<file path="src/rtl/ps2_pkg.sv">
// Shared types and constants for the PS/2 receive path.
// Frame FSM states, queue entry layout and error bit positions.
package ps2_pkg;

   typedef enum logic [1:0] {
      IDLE   = 2'd0,
      DATA   = 2'd1,
      PARITY = 2'd2,
      STOP   = 2'd3
   } ps2_state_t;

   typedef struct packed {
      logic [1:0] err;
      logic [7:0] data;
   } ps2_entry_t;

   localparam int PS2_ERR_PARITY = 0;
   localparam int PS2_ERR_STOP   = 1;

   // PS/2 uses odd parity: data plus parity bit must hold an odd number of ones.
   function automatic logic odd_parity_err(input logic [7:0] i_data, input logic i_par);
      return ~(^i_data ^ i_par);
   endfunction

endpackage

</file>
<file path="src/rtl/ps2_rx_fifo_sync_fifo.sv">
// Flop-based synchronous FIFO with show-ahead read port.
// A push into a full queue is accepted only if a pop happens in the same cycle.
module sync_fifo #(
   parameter int WIDTH = 10,
   parameter int DEPTH = 4
) (
   input  logic             CLK,
   input  logic             RESET,
   input  logic             i_wr_en,
   input  logic [WIDTH-1:0] i_wr_data,
   input  logic             i_rd_en,
   output logic [WIDTH-1:0] o_rd_data,
   output logic             o_valid,
   output logic             o_full,
   output logic             o_overflow
);

   localparam int AW = (DEPTH > 1) ? $clog2(DEPTH) : 1;
   localparam int CW = $clog2(DEPTH + 1);

   logic [WIDTH-1:0] r_mem [DEPTH];
   logic [AW-1:0]    r_wr_ptr;
   logic [AW-1:0]    r_rd_ptr;
   logic [CW-1:0]    r_count;
   logic             r_valid;
   logic             r_full;
   logic             r_overflow;

   logic             w_pop;
   logic             w_push;
   logic [CW-1:0]    w_count_nxt;

   assign w_pop       = i_rd_en & r_valid;
   assign w_push      = i_wr_en & (~r_full | w_pop);
   assign w_count_nxt = r_count + CW'(w_push) - CW'(w_pop);

   always_ff @(posedge CLK or negedge RESET) begin
      if (!RESET) begin
         r_wr_ptr   <= '0;
         r_rd_ptr   <= '0;
         r_count    <= '0;
         r_valid    <= 1'b0;
         r_full     <= 1'b0;
         r_overflow <= 1'b0;
      end else begin
         if (w_push) r_wr_ptr <= r_wr_ptr + AW'(1);
         if (w_pop)  r_rd_ptr <= r_rd_ptr + AW'(1);
         r_count    <= w_count_nxt;
         r_valid    <= (w_count_nxt != '0);
         r_full     <= (w_count_nxt == CW'(DEPTH));
         r_overflow <= i_wr_en & r_full & ~w_pop;
      end
   end

   // Storage carries no reset; the head is masked while the queue is empty.
   always_ff @(posedge CLK) begin
      if (w_push) r_mem[r_wr_ptr] <= i_wr_data;
   end

   assign o_rd_data  = r_valid ? r_mem[r_rd_ptr] : '0;
   assign o_valid    = r_valid;
   assign o_full     = r_full;
   assign o_overflow = r_overflow;

endmodule

</file>
<file path="src/rtl/ps2_rx_fifo.sv">
// PS/2 device-to-host receiver: synchronised and glitch-filtered clock, frame FSM
// with parity/stop checking and inter-bit timeout, feeding a show-ahead byte queue.
module ps2_rx_fifo
   import ps2_pkg::*;
#(
   parameter int FILTER_LEN     = 4,
   parameter int TIMEOUT_CYCLES = 20000,
   parameter int FIFO_DEPTH     = 4
) (
   input  logic       CLK,
   input  logic       RESET,
   input  logic       CLK_PS2_IN,
   input  logic       DATA_PS2_IN,
   input  logic       RX_ENABLE,
   input  logic       RD_EN,
   output logic [7:0] DOUT,
   output logic [1:0] DERR,
   output logic       DVALID,
   output logic       FULL,
   output logic       OVERFLOW,
   output logic       TIMEOUT
);

   localparam int FW = (FILTER_LEN > 1) ? $clog2(FILTER_LEN + 1) : 1;
   localparam int TW = $clog2(TIMEOUT_CYCLES + 1);

   logic          r_clk_s1, r_clk_s2;
   logic          r_dat_s1, r_dat_s2;
   logic          r_filt, r_filt_d;
   logic [FW-1:0] r_fcnt;
   logic [TW-1:0] r_to_cnt;
   logic [2:0]    r_bit_cnt;
   logic [7:0]    r_shift;
   logic          r_par;
   ps2_state_t    r_state;

   ps2_state_t    w_state_nxt;
   logic          w_strobe;
   logic          w_to_hit;
   logic          w_push;
   logic          w_timeout;
   ps2_entry_t    w_entry;
   ps2_entry_t    w_head;
   logic [9:0]    w_rd_data;

   // Pin synchronisers and clock filter: the filter only follows a level held FILTER_LEN samples.
   always_ff @(posedge CLK or negedge RESET) begin
      if (!RESET) begin
         r_clk_s1 <= 1'b1;
         r_clk_s2 <= 1'b1;
         r_dat_s1 <= 1'b1;
         r_dat_s2 <= 1'b1;
         r_filt   <= 1'b1;
         r_filt_d <= 1'b1;
         r_fcnt   <= '0;
      end else begin
         r_clk_s1 <= CLK_PS2_IN;
         r_clk_s2 <= r_clk_s1;
         r_dat_s1 <= DATA_PS2_IN;
         r_dat_s2 <= r_dat_s1;
         r_filt_d <= r_filt;
         if (r_clk_s2 == r_filt) begin
            r_fcnt <= '0;
         end else if (r_fcnt == FW'(FILTER_LEN - 1)) begin
            r_filt <= r_clk_s2;
            r_fcnt <= '0;
         end else begin
            r_fcnt <= r_fcnt + FW'(1);
         end
      end
   end

   assign w_strobe = r_filt_d & ~r_filt;
   assign w_to_hit = (r_state != IDLE) & RX_ENABLE & ~w_strobe &
                     (r_to_cnt == TW'(TIMEOUT_CYCLES - 1));

   always_ff @(posedge CLK or negedge RESET) begin
      if (!RESET) begin
         r_state   <= IDLE;
         r_to_cnt  <= '0;
         r_bit_cnt <= '0;
      end else begin
         r_state <= w_state_nxt;
         if ((r_state == IDLE) || w_strobe || !RX_ENABLE) begin
            r_to_cnt <= '0;
         end else if (r_to_cnt != TW'(TIMEOUT_CYCLES)) begin
            r_to_cnt <= r_to_cnt + TW'(1);
         end
         if (w_strobe) begin
            if (r_state == IDLE)      r_bit_cnt <= '0;
            else if (r_state == DATA) r_bit_cnt <= r_bit_cnt + 3'd1;
         end
      end
   end

   always_ff @(posedge CLK) begin
      if (w_strobe) begin
         if (r_state == DATA)   r_shift <= {r_dat_s2, r_shift[7:1]};
         if (r_state == PARITY) r_par   <= r_dat_s2;
      end
   end

   always_comb begin
      w_state_nxt = r_state;
      w_push      = 1'b0;
      w_timeout   = 1'b0;
      if (!RX_ENABLE) begin
         w_state_nxt = IDLE;
      end else if (w_to_hit) begin
         w_state_nxt = IDLE;
         w_timeout   = 1'b1;
      end else if (w_strobe) begin
         case (r_state)
            IDLE:    if (!r_dat_s2) w_state_nxt = DATA;
            DATA:    if (r_bit_cnt == 3'd7) w_state_nxt = PARITY;
            PARITY:  w_state_nxt = STOP;
            STOP: begin
               w_state_nxt = IDLE;
               w_push      = 1'b1;
            end
            default: w_state_nxt = IDLE;
         endcase
      end
   end

   // The stop bit is taken straight from the pin in the push cycle.
   always_comb begin
      w_entry.data                 = r_shift;
      w_entry.err[PS2_ERR_PARITY]  = odd_parity_err(r_shift, r_par);
      w_entry.err[PS2_ERR_STOP]    = ~r_dat_s2;
   end

   sync_fifo #(
      .WIDTH($bits(ps2_entry_t)),
      .DEPTH(FIFO_DEPTH)
   ) u_fifo (
      .CLK       (CLK),
      .RESET     (RESET),
      .i_wr_en   (w_push),
      .i_wr_data (w_entry),
      .i_rd_en   (RD_EN),
      .o_rd_data (w_rd_data),
      .o_valid   (DVALID),
      .o_full    (FULL),
      .o_overflow(OVERFLOW)
   );

   assign w_head  = w_rd_data;
   assign DOUT    = w_head.data;
   assign DERR    = w_head.err;
   assign TIMEOUT = w_timeout;

endmodule

</file>
<file path="config.mk">
export PLATFORM = sky130hd
export DESIGN_NAME = ps2_rx_fifo
export DESIGN_NICKNAME = d
export VERILOG_FILES = /design/src/rtl/ps2_pkg.sv /design/src/rtl/ps2_rx_fifo_sync_fifo.sv /design/src/rtl/ps2_rx_fifo.sv
export SDC_FILE = /design/constraint.sdc
export NUM_CORES = 1
export LEC_CHECK = 0
export CAP_MARGIN = 40
export CORE_UTILIZATION = 64
export DETAILED_ROUTE_END_ITERATION = 16
export PLACE_DENSITY = 0.84
export SYNTH_ARGS = -nofsm -noshare
export SYNTH_HDL_FRONTEND = slang
export SYNTH_SLANG_ARGS = --single-unit
</file>
<file path="constraint.sdc">
create_clock -name CLK -period 6.1 [get_ports CLK]
set_input_delay 1.22 -clock CLK [delete_from_list [all_inputs] [get_ports CLK]]
set_output_delay 1.22 -clock CLK [all_outputs]
set_load 0.05 [all_outputs]
</file>
## After elaboration in Yosys (flattened, before gate mapping)

Memory sizes are Yosys's and may differ from the RTL's.
Index checks and enable logic that the tools add are counted.

| word-level totals | value |
|---|---|
| flip-flop bits (word level) | 48 |
| bits in latches | 0 |
| RAM bits | 40 |
| memory bits (read-only) | 0 |
| input bits | 6 |
| output and inout bits | 14 |
| logic and storage cells | 90 |
| memories kept | 1 |

Memory list:

| name | words | width | rd ports | clocked after Yosys merged registers in | wr ports | RTL line | text |
|---|---|---|---|---|---|---|---|
| u_fifo.r_mem | 4 | 10 | 1 | 0 | 1 | ps2_rx_fifo_sync_fifo.sv:21 | `logic [WIDTH-1:0] r_mem [DEPTH];` |

| cells by class | value |
|---|---|
| add/subtract/negate cells | 7 |
| multiply operators | 0 |
| div/mod/pow operators | 0 |
| order comparisons | 0 |
| equal/unequal tests | 12 |
| shift-type cells | 0 |
| mux-type cells | 21 |
| bitwise logic cells | 17 |
| reduce and logical (&&, ||, !) cells | 14 |

Operators with widths:

| cell | count |
|---|---|
| 2-to-1 mux 15 bit | 2 |
| adder 15 x 1 -> 15 bit, second input constant | 1 |
| == test 15 bit, second input constant | 1 |
| != test 15 bit, second input constant | 1 |
| 2-to-1 mux 3 bit | 4 |
| 2-to-1 mux 10 bit | 1 |
| 2-to-1 mux 2 bit | 5 |
| bitwise AND 1 bit | 8 |
| 2-to-1 mux 1 bit | 8 |
| case mux 2 bit (4 select lines) | 1 |
| AND reduction 2 bit | 4 |
| XOR reduction 8 bit | 1 |
| inverter 1 bit | 7 |
| adder 3 x 1 -> 3 bit, second input constant | 2 |
| == test 3 bit, second input constant | 2 |
| nonzero test 2 bit | 3 |
| adder 2 x 1 -> 2 bit, second input constant | 2 |
| == test 2 bit, second input constant | 2 |
| != test 4 x 3 -> 1 bit, second input constant | 1 |
| != test 4 bit, second input constant | 1 |
| adder 3 x 1 -> 3 bit | 1 |
| == test 3 x 2 -> 1 bit, second input constant | 1 |
| != test 3 x 1 -> 1 bit, second input constant | 1 |
| AND reduction 3 bit | 1 |
| 9 further kinds | 10 |

## Logic depth before layout (Yosys ltp)

Gate-level depths: netlist (run 1).

| depth | value |
|---|---|
| depth after elaboration | 11 |
| depth in mapped cells | 9 |
| depth with buffers taken out | 9 |

## Cells and area by module

A second synthesis (run 1) with hierarchy kept.

| unflattened totals | value |
|---|---|
| cell total of the unflattened synthesis | 284 |
| area total of the unflattened synthesis | 3,833.7 um2 |

By module, submodules not included:

| module | times used | cells each | area an instance (um2) | sequential area each (um2) |
|---|---|---|---|---|
| sync_fifo | 1 | 118 | 2,005.7 | 1,451.4 |
| ps2_rx_fifo | 1 | 166 | 1,828.0 | 1,003.5 |

## Worst setup path before layout (run 1)

No wires, ideal clock.

| timing | value |
|---|---|
| path type | input to output |
| from | input RX_ENABLE |
| to | output TIMEOUT |
| arrival | 2.450 ns |
| setup slack | 2.430 ns |
| stages on the path | 3 |
| path buffers | 0 |
| cells stage by stage | nand2b_1 or4b_4 nor2_1 |

| on the way | value |
|---|---|
| cells in the longest elaborated chain, start to end | 5 |

RTL lines:

| element | RTL line | text |
|---|---|---|
| start, declared | ps2_rx_fifo.sv:14 | `input logic RX_ENABLE,` |
| bitwise AND 1 bit (3 in a row) | ps2_rx_fifo.sv:74 | `assign w_to_hit = (r_state != IDLE) & RX_ENABLE & ~w_strobe &` |
| 2-to-1 mux 1 bit | ps2_rx_fifo.sv:109 | `end else if (w_to_hit) begin` |
| 2-to-1 mux 1 bit (*) | ps2_rx_fifo.sv:107 | `if (!RX_ENABLE) begin` |
| end, declared | ps2_rx_fifo.sv:21 | `output logic TIMEOUT` |

Every way passes the cells marked *; elsewhere a longest branch is shown, timed or not.

## Worst setup path after layout (run 1)

Ends and elaborated chain as after synthesis.

==> summary.md, run 1 <==
| Metric | Value |
|---|---|
| Final HPWL DP | 3940 um |
| Distinct cells, synth | 36 |
| Cells on Worst Hold Path | 0 |
| Max H-tree Level | 3 |
| Leading area contributor after synthesis | edfxtp_1 |
| R2R cell count | 6 |
| Endpoints failing setup | 0 |
| GP Congestion | 0.820 |
| Max capacitance violation total | 0 |
| Vias in the first global route | 2002 |
| IO Pins | 20 |
| CTS Sinks | 88 |
| Layout area overhead | 10.9% |
| YS warnings | 0 |
| CTS tree | done |
| Placed cell count | 354 |
| Setup Crit Path Kind | input port to output port |
| Max Slew Vio Count | 0 |
| First-pass GRT wire length | 9480 um |
| Post-layout net count | 315 |
| Hold Buf Count CTS | 0 |
| Die area | 6270 um^2 |
| CTS buffer count | 9 |
| Worst-path clk slew | 0.08 ns |
| Residual DRC | 0 |
| Synth Area per Inst | 14.2 um^2 |
| Slew @ Worst Pin | 0.817 ns |
| Sequential area share after synthesis | 64.3% |
| Number of setup buffers added after CTS | 0 |
| Drt pass-1 iters | 4 |
| Worst skew pair latency | 0.35 ns |
| Vias per std cell | 5.62 |
| Vias | 2081 |
| Rel. slew slack | 45.5% |
| CP max FO | 4 |
| Die Wd | 79.2 um |
| #FFs+latches synth | 88 |
| Total power | 1.63 mW |
| Crit path time final | 4.49 ns |
| DP Worst Slack | 1.62 ns |
| Antenna viol nets, final | 0 |
| Peak supply drop | 0.234 mV |
| Tot GR Track Use | 21.1% |
| Period utilization | 73.5% |
| Critical path launch point type | input port |
| Synth top area share | 38.6% |
| Initial Utilization | 67.6% |
| Hold/Removal Path Class | flop to flop |
| Largest net degree at the start of global routing | 40 |
| Hold WS | 0.360 ns |
| RSZ-0062 raised after global routing | no |
| Finished Layout Cells | 370 |
| Cell area after synthesis | 3810 um^2 |
| Status | completed |
| Mapped Nets | 291 |
| # rows | 27 |
| Top post-synthesis cells by area | edfxtp_1 39%, dfrtp_1 22%, mux4_2 5.9% |
| Setup TNS | 0 ns |
| Die H | 79.2 um |
| Lkg Pwr | 1.59 nW |
| Layout cells sized above 1 | 12.8% |
| Total grt overflow | 0 |
| Commonest non-fill, non-tap cells in the layout | 49 x edfxtp_1, 33 x dfrtp_1, 18 x clkdlybuf4s50_1, 17 x and2_1 |
| Fmax | 0.223 GHz |
| Initial DRC count | 111 |
| Final Hold Vio Count | 0 |
| Post_cts resized | 0 |
| Critical Path RT | 4.88 ns |
| Clock root buffer | clkbuf_8 |
| Wire per inst | 15.5 um |
| ANT cells | 0 |
| Core area | 5640 um^2 |
| Final worst setup slack | 1.61 ns |
| CP arrival | 3.27 ns |
| PD cells | 385 nW/um^2 |
| Kind of end point of the critical path | output port |
| Post-Route Skew | 0.00834 ns |
| Commonest non-fill, non-tap cell in the layout | edfxtp_1 |
| Clock Tree Buf Depth | 2 |
| Post-synthesis instance total | 269 |
| Initial antenna violation count | 0 |
| Final wirelength | 5730 um |
| PortBufs | 19 |
-- state kept, by name, indices dropped and copies added, names as in the netlist, 2 cells and up --
signal / count
r_bit_cnt: 3
r_fcnt: 3
r_shift: 8
r_state: 2
r_to_cnt: 15
u_fifo.r_count: 3
u_fifo.r_mem: 40
u_fifo.r_rd_ptr: 2
u_fifo.r_wr_ptr: 2
-- worst max-delay path: stages --
cell and delay (ns):
clkdlybuf4s50_1 0.52, nand2b_1 0.08, or4b_4 0.53, nor2_1 0.10, clkdlybuf4s50_1 0.81
-- cell type report --
type	instances	area, um^2
inverter	15	56.3
timing repair buffer	19	185
fill	360	1410
clock buffer	9	124
clock inverter	7	45.0
tap	72	90.1
sequential	88	2450
multi-input combinational	160	1280
-- power breakdown --
| part | switching [mW] | internal, mW | leakage [nW] | total, mW |
|---|---|---|---|---|
| Combinational | 0.289 | 0.225 | 0.560 | 0.513 |
| Clock | 0.201 | 0.148 | 0.0896 | 0.349 |
| Sequential | 0.0748 | 0.693 | 0.940 | 0.768 |
-- cells in the mapped netlist --
master     n
a22oi_1    3
mux4_2    10
o211ai_1   2
dfstp_2    6
xor2_1    10
or2_2      1
nor2_1    13
clkbuf_1   4
nand4_1    5
nand2b_1   3
nor2b_1    3
mux2i_1    1
o21ai_0    9
and4_1     3
nor4b_1    1
or2b_1     1
dfrtp_1   33
and2_1    17
buf_2      1
buf_4      1
nor3_1     6
edfxtp_1  49
and2b_1    1
ha_1      15
inv_1     15
nand3_1    8
or4b_4     1
xnor2_1   13
mux2_2     2
a21oi_1    9
a21oi_2    1
and3_1     5
or3_1      4
fa_1       1
nor3b_1    2
nand2_1   10
-- metal layers --
metal | vias up | routed length, um | global-route usage, %
met2 | 35 | 2940 | 34.9
met5 | - | 0 | 0
met4 | 0 | 105 | 9.82
li1 | 1012 | - | -
met1 | 1026 | 2510 | 26.7
met3 | 8 | 182 | 4.48
-- kinds of logic after synthesis --
kind of cell / after synthesis / synth area share [%]
simple gates: 84 / 12.4
flops: 88 / 64.3
compound gates: 24 / 3.57
fa+ha+maj: 16 / 5.44
mux: 13 / 6.76
xor+xnor: 23 / 5.28
buf+inv: 21 / 2.20
-- metrics by stage --
stage	util (%)	cell area (um^2)
2_1_floorplan	-	3810
3_3_place_gp	72.0	4060
3_5_place_dp	72.0	4060
4_1_cts	75.0	4230
5_1_grt	75.0	4230
6_report	75.0	4230
-- final timing paths --
path	startpoint	endpoint	slack, ns
hold / removal	r_dat_s1	r_dat_s2	0.36
hold reg to reg	r_dat_s1	r_dat_s2	0.36
setup / recovery	RX_ENABLE	TIMEOUT	1.61
min in group asynchronous	RESET	u_fifo.o_valid	0.95
max in group asynchronous	RESET	r_fcnt[1]	4.62
setup reg to reg	r_filt_d	u_fifo.o_valid	3.52
No activity file was read; power rests on OpenSTA's default activity.
==> run 2: changes to the inputs <==
CORE_UTILIZATION = 59   (was 64)
PLACE_DENSITY = 0.79   (was 0.84)
clock period = 4.2 ns   (was 6.1 ns; I/O delays follow)
==> summary.md, run 2 (synthesized netlist as in run 1, its figures left out) <==
| Metric | Value |
|---|---|
| Status | completed |
| Critical Path RT | 3.36 ns (-1.52 ns) |
| Hold/Removal Path Class | input port to asynchronous set/reset pin |
| Placed cell count | 358 (+1.1%) |
| CP max FO | 4 (unchanged) |
| ANT cells | 0 (unchanged) |
| R2R Path Start | r_filt_d |
| Worst-path clk slew | 0.09 ns (about the same) |
| Period utilization | 88.7% |
| RSZ-0062 raised after global routing | no |
| Final Hold Vio Count | 0 (unchanged) |
| Critical path launch point type | input port |
| Vias per std cell | 5.51 (-2.1%) |
| Peak supply drop | 0.423 mV (+81%) |
| Layout area overhead | 12.2% |
| Initial antenna violation count | 0 (unchanged) |
| R2R cell count | 6 (unchanged) |
| Endpoints failing setup | 0 (unchanged) |
| Initial DRC count | 99 (-11%) |
| Commonest non-fill, non-tap cells in the layout | 49 x edfxtp_1, 33 x dfrtp_1, 18 x clkdlybuf4s50_1, 17 x and2_1 |
| Top flop regs | u_fifo.r_mem (40), r_to_cnt (15), r_shift (8) |
| CP arrival | 2.89 ns (-0.38 ns) |
| Setup Crit Path Kind | input port to output port |
| Hold Buf Count CTS | 0 (unchanged) |
| Max Slew Vio Count | 0 (unchanged) |
| Die H | 82.4 um (+4.0%) |
| Layout cells sized above 1 | 12.7% (-0.043 points) |
| CTS tree | done |
| Total grt overflow | 0 (unchanged) |
| Residual DRC | 0 (unchanged) |
| Post_cts resized | 0 (unchanged) |
| DP Area | 4090 um^2 (+0.59%) |
| First-pass GRT wire length | 9760 um (+3.0%) |
| Drt pass-1 iters | 4 (unchanged) |
| PortBufs | 19 (unchanged) |
| Initial Utilization | 62.9% (-4.7 points) |
| Die Wd | 82.4 um (+4.0%) |
| # rows | 28 (+3.7%) |
| Final HPWL DP | 4030 um (+2.1%) |
| Worst skew pair latency | 0.35 ns (about the same) |
| Slowest CP cell | clkdlybuf4s50_1 |
| Setup TNS | 0 ns (unchanged) |
| Slew @ Worst Pin | 0.755 ns (-0.0623 ns) |
| CTS buffer count | 9 (unchanged) |
| Largest net degree at the start of global routing | 28 (-30%) |
| Post-Route Skew | 0.0125 ns (+0.00419 ns) |
| Lkg Pwr | 1.61 nW (+1.3%) |
| Final wirelength | 5960 um (+4.0%) |
| Clock Tree Buf Depth | 2 (unchanged) |
| IO Pins | 20 (unchanged) |
| Max reg flops | 40 (unchanged) |
| Core area | 6060 um^2 (+7.4%) |
| Crit path time final | 3.73 ns |
| Post-layout net count | 316 (+0.32%) |
| Max H-tree Level | 3 (unchanged) |
| Finished Layout Cells | 374 (+1.1%) |
| Die area | 6790 um^2 (+8.3%) |
| Worst path bufs/invs | 2 (unchanged) |
| Tot GR Track Use | 20.1% (-0.95 points) |
| GP Congestion | 0.823 (+0.30%) |
| Largest register by flop count | u_fifo.r_mem |
| Commonest non-fill, non-tap cell in the layout | edfxtp_1 |
| Vias | 2059 (-1.1%) |
| Vias in the first global route | 2015 (+0.65%) |
| Top delay family on crit path | buffers and inverters |
| Largest stage delay, worst path | 0.81 ns (about the same) |
| Reg-to-reg setup timing slack | 1.59 ns (-1.93 ns) |
| Clock root buffer | clkbuf_8 |
| Rel. slew slack | 49.5% (+4.0 points) |
| Antenna viol nets, final | 0 (unchanged) |
| Kind of end point of the critical path | output port |
| CTS Sinks | 88 (unchanged) |
| Wire per inst | 15.9 um (+2.9%) |
| Crit Reg-Reg Endpoint | u_fifo.o_valid |
| Fmax | 0.268 GHz |
| Number of setup buffers added after CTS | 0 (unchanged) |
| PD cells | 569 nW/um^2 (+48%) |
| Crit path cell chain | clkdlybuf4s50_1 -> nand2b_1 -> or4b_4 -> nor2_1 -> clkdlybuf4s50_1 |
| CP most frequent cell | clkdlybuf4s50_1 |
| Max capacitance violation total | 0 (unchanged) |
| Final Instance Area | 4280 um^2 (+1.2%) |
run 2: cell count changes in the layout (fill, tap and decap cells not counted):
cell	before	now
buf_12	0	1
bufinv_16	0	1
clkinv_1	0	1
clkinv_2	4	2
clkinv_4	0	2
clkinvlp_4	1	0
inv_6	2	1
run 2: cell type report:
class	instances	area (um^2)
clock buffer	9	124
clock inverter	7	70.1
fill	397	1780
inverter	15	56.3
multi-input combinational	160	1280
sequential	88	2450
tap	75	93.8
timing repair buffer	20	205
run 2: metal layers:
metal  track usage, %  vias to the layer above  part of all wire, %  wire length [um]
met5                0                        -                    0                 0
met4             10.0                        0                  1.8               108
met3             2.97                       10                  2.2               132
met2             32.7                       25                   50              2960
met1             26.6                      999                   46              2760
li1                 -                     1025                    -                 -
run 2: worst max-delay path by stage:
| stage | to | cells after the start | slack [ns] | startpoint |
|---|---|---|---|---|
| final | TIMEOUT | 5 | 0.47 | RX_ENABLE |
| after global routing | TIMEOUT | 5 | 0.39 | RX_ENABLE |
| after CTS | TIMEOUT | 5 | 0.47 | RX_ENABLE |
| after detailed placement | TIMEOUT | 5 | 0.49 | RX_ENABLE |
| after global placement | TIMEOUT | 5 | 0.51 | RX_ENABLE |
| after floorplan | TIMEOUT | 3 | 1.29 | RX_ENABLE |
run 2: through the flow:
stage / util, % / hold slack (ns) / worst slack (ns) / power (mW)
after floorplan: - / 0.345 / 1.29 / 1.68
after global placement: 67.1 / 0.345 / 0.505 / 1.86
after detailed placement: 67.4 / 0.348 / 0.487 / 1.89
after CTS: 70.6 / 0.356 / 0.472 / 2.46
after global routing: 70.6 / 0.357 / 0.387 / 2.56
final: 70.6 / 0.356 / 0.474 / 2.43
run 2: report_power, final:
| group | internal [mW] | switching (mW) |
|---|---|---|
| combinational | 0.328 | 0.415 |
| clock | 0.275 | 0.299 |
| sequential | 1.01 | 0.110 |
| total | 1.61 | 0.824 |
